--- src/rtl/csum_seq.sv ---
// csum_seq: control sequencer for an external byte-serial 16-bit ones'-complement
// checksum engine. It initialises the engine with the pseudo-header partial sum and
// streams the payload bytes into it. It then pads an odd length and folds any pending
// end-around carry. Finally it latches the complemented checksum and pulses done.
// Build option: define CSUM_ZERO_SUB_EN to report 16'hFFFF instead of a computed
// checksum of 16'h0000 (UDP zero substitution).
module csum_seq #(
    parameter int LEN_W = 16
) (
    input  logic             clk,
    input  logic             rst,
    input  logic             start,
    input  logic [15:0]      init_sum,
    input  logic [LEN_W-1:0] len,
    input  logic             s_valid,
    input  logic [7:0]       s_data,
    output logic             s_ready,
    output logic             busy,
    output logic             done,
    output logic [15:0]      csum,
    output logic             ck_init,
    output logic [15:0]      ck_initsum,
    output logic             ck_en,
    output logic [7:0]       ck_d,
    input  logic [15:0]      ck_sum,
    input  logic             ck_c
);

    localparam logic [2:0] S_IDLE   = 3'd0;
    localparam logic [2:0] S_LOAD   = 3'd1;
    localparam logic [2:0] S_DATA   = 3'd2;
    localparam logic [2:0] S_PAD    = 3'd3;
    localparam logic [2:0] S_FOLD   = 3'd4;
    localparam logic [2:0] S_FINISH = 3'd5;

    logic [2:0]       state;
    logic [2:0]       state_nxt;
    logic [15:0]      init_q;
    logic             odd_q;
    logic [LEN_W-1:0] cnt;
    logic             hs;

    // Final checksum from the folded engine sum, with optional zero substitution.
    function automatic logic [15:0] final_csum(input logic [15:0] sum);
        logic [15:0] c;
        c = ~sum;
`ifdef CSUM_ZERO_SUB_EN
        if (c == 16'h0000) c = 16'hFFFF;
`endif
        return c;
    endfunction

    // A payload byte is consumed only while streaming.
    assign hs = s_valid && (state == S_DATA);

    // Next-state selection; the last byte handshake decides between padding and folding.
    always_comb begin
        state_nxt = state;
        case (state)
            S_IDLE:   if (start) state_nxt = S_LOAD;
            S_LOAD:   state_nxt = (cnt != '0) ? S_DATA : S_FOLD;
            S_DATA:   if (hs && (cnt == LEN_W'(1))) state_nxt = odd_q ? S_PAD : S_FOLD;
            S_PAD:    state_nxt = S_FOLD;
            S_FOLD:   if (!ck_c) state_nxt = S_FINISH;
            S_FINISH: state_nxt = S_IDLE;
            default:  state_nxt = S_IDLE;
        endcase
    end

    // Engine controls and handshake outputs decoded purely from the current state.
    always_comb begin
        s_ready    = 1'b0;
        ck_init    = 1'b0;
        ck_initsum = 16'h0000;
        ck_en      = 1'b0;
        ck_d       = 8'h00;
        busy       = (state != S_IDLE);
        done       = (state == S_FINISH);
        case (state)
            S_LOAD: begin
                ck_init    = 1'b1;
                ck_initsum = init_q;
            end
            S_DATA: begin
                s_ready = 1'b1;
                ck_en   = s_valid;
                ck_d    = s_data;
            end
            S_PAD:  ck_en = 1'b1;
            S_FOLD: ck_en = ck_c;
            default: ;
        endcase
    end

    // State register.
    always_ff @(posedge clk or posedge rst) begin
        if (rst) state <= S_IDLE;
        else     state <= state_nxt;
    end

    // Remaining-byte counter: loaded on an accepted start, decremented per handshake.
    always_ff @(posedge clk or posedge rst) begin
        if (rst) begin
            cnt <= '0;
        end else if (state == S_IDLE && start) begin
            cnt <= len;
        end else if (hs) begin
            cnt <= cnt - LEN_W'(1);
        end
    end

    // Capture the request parameters; they are only observed after LOAD, so no reset.
    always_ff @(posedge clk) begin
        if (state == S_IDLE && start) begin
            init_q <= init_sum;
            odd_q  <= len[0];
        end
    end

    // Result register: updated only when folding has settled, i.e. on entry to FINISH.
    always_ff @(posedge clk or posedge rst) begin
        if (rst) csum <= 16'h0000;
        else if (state == S_FOLD && !ck_c) csum <= final_csum(ck_sum);
    end

`ifndef SYNTHESIS
    logic [1:0] fold_cnt;

    // Count fold adds in the current FOLD visit, saturating at three.
    always_ff @(posedge clk or posedge rst) begin
        if (rst) begin
            fold_cnt <= 2'd0;
        end else if (state == S_FOLD) begin
            if (ck_c && fold_cnt != 2'd3) fold_cnt <= fold_cnt + 2'd1;
        end else begin
            fold_cnt <= 2'd0;
        end
    end

    // Folding must settle within three end-around adds; a fourth means the engine misbehaves.
    fold_limit: assert property (@(posedge clk) disable iff (rst)
        !(state == S_FOLD && ck_c && fold_cnt == 2'd3));
`endif

endmodule

--- config.mk ---
export PLATFORM = sky130hd
export DESIGN_NAME = csum_seq
export DESIGN_NICKNAME = d
export VERILOG_FILES = /design/src/rtl/csum_seq.sv
export SDC_FILE = /design/constraint.sdc
export NUM_CORES = 1
export LEC_CHECK = 0
export ABC_AREA = 1
export CORE_UTILIZATION = 28
export CTS_CLUSTER_DIAMETER = 150
export DETAILED_ROUTE_END_ITERATION = 10
export GPL_TIMING_DRIVEN = 0
export MAX_ROUTING_LAYER = met4
export PLACE_DENSITY = 0.59
export SLEW_MARGIN = 25
export SYNTH_ARGS = -nofsm -noshare
export SYNTH_HDL_FRONTEND = slang
export SYNTH_SLANG_ARGS = --single-unit
--- constraint.sdc ---
create_clock -name clk -period 2.8 [get_ports clk]
set_input_delay 0.84 -clock clk [delete_from_list [all_inputs] [get_ports clk]]
set_output_delay 0.84 -clock clk [all_outputs]
set_load 0.02 [all_outputs]
## After elaboration in Yosys (flattened, before gate mapping)

Cells that the tools add are included.

- Register bits: 52
- Bits of input ports: 61
- Output and inout bits: 45

- $add $sub $neg: 1
- Eq/ne operators: 9
- Muxes and demuxes: 13
- Bitwise operators: 1
- Reduce and logical (&&, ||, !) cells: 10

Operators by type and width:

| kind | number |
|---|---|
| two-way mux 16 bit | 3 |
| equality test 16 x 1 -> 1 bit (second input constant) | 1 |
| inverter 16 bit | 1 |
| nonzero test 16 bit | 1 |
| subtractor 16 x 1 -> 16 bit (second input constant) | 1 |
| two-way mux 3 bit | 5 |
| one-hot mux 3 bit (5 select lines) | 1 |
| two-way mux 8 bit | 1 |
| equality test 3 x 2 -> 1 bit (second input constant) | 2 |
| equality test 3 bit (second input constant) | 2 |
| logical AND 1 bit | 4 |
| inequality test 2 bit (second input constant) | 2 |
| equality test 3 x 1 -> 1 bit (second input constant) | 1 |
| logical NOT 3 bit | 1 |
| one-hot mux 1 bit (3 select lines) | 1 |
| AND reduction 3 bit | 1 |
| nonzero test 3 bit | 1 |
| two-way mux 1 bit | 2 |
| inequality test 2 x 1 -> 1 bit (second input constant) | 1 |
| nonzero test 2 bit | 1 |
| logical NOT 1 bit | 1 |

## Longest topological paths before layout

- Depth after elaboration: 5
- Gate-level depth with buffers: 9
- Gate-level depth less buffers: 9

## Least setup slack after synthesis

No wires, ideal clock.

- Kind: reg2out
- Start point: reg state[2]
- End point: out ck_initsum[10]
- Arrival: 1.584 ns
- Required time: 1.960 ns
- Path slack: 0.376 ns
- Stages on the path, launching flop included: 5
- Buffers on the path: 1
- Cells stage by stage: dfrtp_1 nor3_2 inv_1 buf_2 nor2_1

- Word-level cells in the longest chain between the ends: 2

RTL lines:

| item | RTL line | text |
|---|---|---|
| start: declaration | 36 | `logic [2:0] state;` |
| start signal: assignment | 98 | `else state <= state_nxt;` |
| equality test 3 x 1 -> 1 bit | 79 | `case (state)` |
| two-way mux 16 bit | 79 |  |
| end: declaration | 22 | `output logic [15:0] ck_initsum,` |

No other way between the ends.

## Final worst setup path

- Start point: in s_valid
- End point: out ck_en

- Word-level cells in the longest chain between the ends: 1

RTL lines:

| item | RTL line | text |
|---|---|---|
| start: declaration | 15 | `input logic s_valid,` |
| one-hot mux 1 bit (3 select lines) | 79 |  |
| end: declaration | 23 | `output logic ck_en,` |

No other way between the ends.

==> metrics.yaml <==
status: "complete, no violations"
synthXorXnorAreaFrac: 0
die_w_microns: 103
synthMuxAreaShare: 0
switchingPower_uw: 1640
dieHeight_microns: 103
netlist_area_sq_mm: 0.00283
root_buffer: "clkbuf_8"
grt_start_max_net_pins: 27
synthAdderAreaFrac: 0.0132
final-setup-viol-count: 0
cp_cell_sequence: "clkdlybuf4s50_1, nand2_4, nand3_1, clkdlybuf4s15_2"
via_per_inst: 4.32
htreeDepth: 2
cts_tree: "built"
rsz0062_at_grt: "no"
total_power_uw: 3690
hold_buffers: 0
syn_avg_cell_area_sq_um: 7.83
path_max_fanout: 6
ys_seq_area_frac: 0.489
rows: 36
drtAntennaViolNets: 0
power_density_mw_per_mm2: 892
skew_ns: 0.00472
yosysUniqueCellTypes: 29
die-area_sq_mm: 0.0105
worst_setup_path_start_kind: "input pin"
synth_edf_count: 17
antenna_found_initial: 0
synthSimpleGateAreaFrac: 0.285
n_fill_cell: 1009
p_leak_uw: 0.00202
vdd_drop_max_mv: 0.320
slowest_stage: "clkdlybuf4s50_1"
worst-path-buf-inv: 2
area_growth_pct: 46.0
yosys.cell_count.top_type: "nand2_1"
clock_path_buffers: 2
diodes: 0
numCtsBuffers: 5
num-nets-final: 539
netlist_top_cells_count: "nand2_1 (99), inv_1 (59), nor2_1 (57), dfrtp_1 (35), nand3_1 (22)"
drive_gt1_frac: 0.116
firstDrtPassIters: 4
critPathKind: "in -> out"
drc_errors: 0
worstPathArrival_ns: 1.89
dp_hpwl_microns: 5500
worstPathRequired_ns: 1.96
ys_seq_elements: 52
p_sw_frac: 0.444
drv_cap: 0
clk_latency_ns: 0.31
routabilityCongestion: 0.892
wire_per_inst_microns: 11.8
min_period_ns: 2.73
hold_ws_ns: 0.491
timing.hold.worst.class: "reg -> reg"
synth_top_family_by_area: "simple AND/OR/NAND/NOR gates"
max_freq_mhz: 366
overflow: 0
vias: 2632
clock-sinks: 52
yosys_warnings: 0
cts_setup_buffers: 0
synth-main-ff-cell: "dfrtp_1"
grt_pass1_vias: 2394
relSlewSlack: 0.623
crit_family: "buffers and inverters"
grt_pass1_wl_microns: 11300
async_flop_share: 0.673
initial_core_util: 0.290
port-buffer-count: 105
hold_violations: 0
endpoint_kind: "output port"
seqPwrFrac: 0.352
pwr-share-comb: 0.527
core-area_sq_mm: 0.00977
io-pin-count: 106
netlist_top_cells_area: "dfrtp_1 (31%), edfxtp_1 (18%), nand2_1 (13%)"
synth_compound_area_frac: 0.103
synth_nets: 426
clk_pin_slew_ns: 0.10
fin_crit_sh: 0.975
pwr-share-clk: 0.122
netlist_instances: 362
worst-slew-pin-transition_ns: 0.566
drtIter0Drc: 72
yosys.area.top_type: "dfrtp_1"
slowest_delay_ns: 0.56
routed_wirelength_microns: 7200
track_usage: 0.142
slew_viol_final: 0
intPower_uw: 2050
yosysTopAreaCellShare: 0.309
[final cells by class]
class | instances | area [sq um] | share of cell area
inverters | 61 | 229 | 0.0553
repair buffers | 106 | 1030 | 0.249
plain buffers | 10 | 81.3 | 0.0197
clock inverters | 3 | 22.5 | 0.00544
multi-input cells | 239 | 1150 | 0.278
flip-flops and latches | 52 | 1390 | 0.336
well taps | 133 | 166 | 0.0402
clock buffers | 5 | 68.8 | 0.0166
[metal layers]
layer | vias to the layer above | GRT usage | part of all wire
met5 | - | - | 0
met4 | 0 | 0.0352 | 0.0071
met3 | 6 | 0.0244 | 0.059
met2 | 78 | 0.238 | 0.48
met1 | 1199 | 0.177 | 0.45
li1 | 1349 | - | -
[power groups by stage]
stage                     sequential [uW]  clock (uW)  combinational [uW]
after detailed placement             1310           0                2020
after CTS                            1300         474                1970
after global placement               1290           0                1990
after floorplan                      1390           0                1120
after global routing                 1340         498                2180
final                                1300         449                1940
[worst reg2reg max path: stages (launching register included)]
cell     delay [ns]
dfrtp_1        0.47
nor2_2         0.24
nand3_2        0.16
inv_1          0.10
buf_2          0.48
nand2_1        0.15
a31oi_1        0.20
[worst paths after layout]
check	slack [ns]	start	cells past startpoint	endpoint
setup / recovery	0.07	s_valid	4	ck_en
hold / removal	0.49	csum[2]$_DFFE_PP0P_	2	csum[2]$_DFFE_PP0P_
setup reg to reg	0.93	state[1]$_DFFE_PP0P_	6	cnt[8]$_DFFE_PP0P_
hold reg to reg	0.49	csum[2]$_DFFE_PP0P_	2	csum[2]$_DFFE_PP0P_
max in group asynchronous	1.57	rst	3	state[0]$_DFFE_PP0P_
min in group asynchronous	0.80	rst	2	csum[9]$_DFFE_PP0P_
[what timing repair did]
item | in CTS | in global routing
resized for setup | 28 | 19
setup endpoints to repair | 25 | 13
cloned | 0 | 0
endpoints found under the hold margin | 0 | 0
[cell families (layout without fill, tap and decap cells)]
family | after synthesis | after routing
compound gates | 44 | 44
fa+ha+maj | 3 | 3
buf+inv | 71 | 185
flops | 52 | 52
simple gates | 192 | 192
[flip-flops by register name (all words and copies together), names as in the netlist]
signal,flops
cnt,16
csum,16
init_q,16
odd_q,1
state,3
[stage by stage]
stage,setup WS [ns],instance area (sq um),utilization,std cells,TNS [ns]
3_3_place_gp,-0.294,4050,0.414,600,-0.810
6_report,0.0708,4140,0.423,609,0
5_1_grt,0.00420,4140,0.423,609,0
2_1_floorplan,0.376,2830,-,362,0
3_5_place_dp,-0.297,4070,0.417,601,-0.947
4_1_cts,0.000941,4150,0.424,609,0
[placed cells by master (no fill, tap or decap), drive strengths merged, types with 12 or more instances in the layout]
master         count
nand2            102
clkdlybuf4s50     80
inv               62
nor2              59
dfrtp             35
o21ai             33
nand3             23
edfxtp            17
dlygate4sd2       12
No activity file was read; power rests on OpenSTA's default activity.
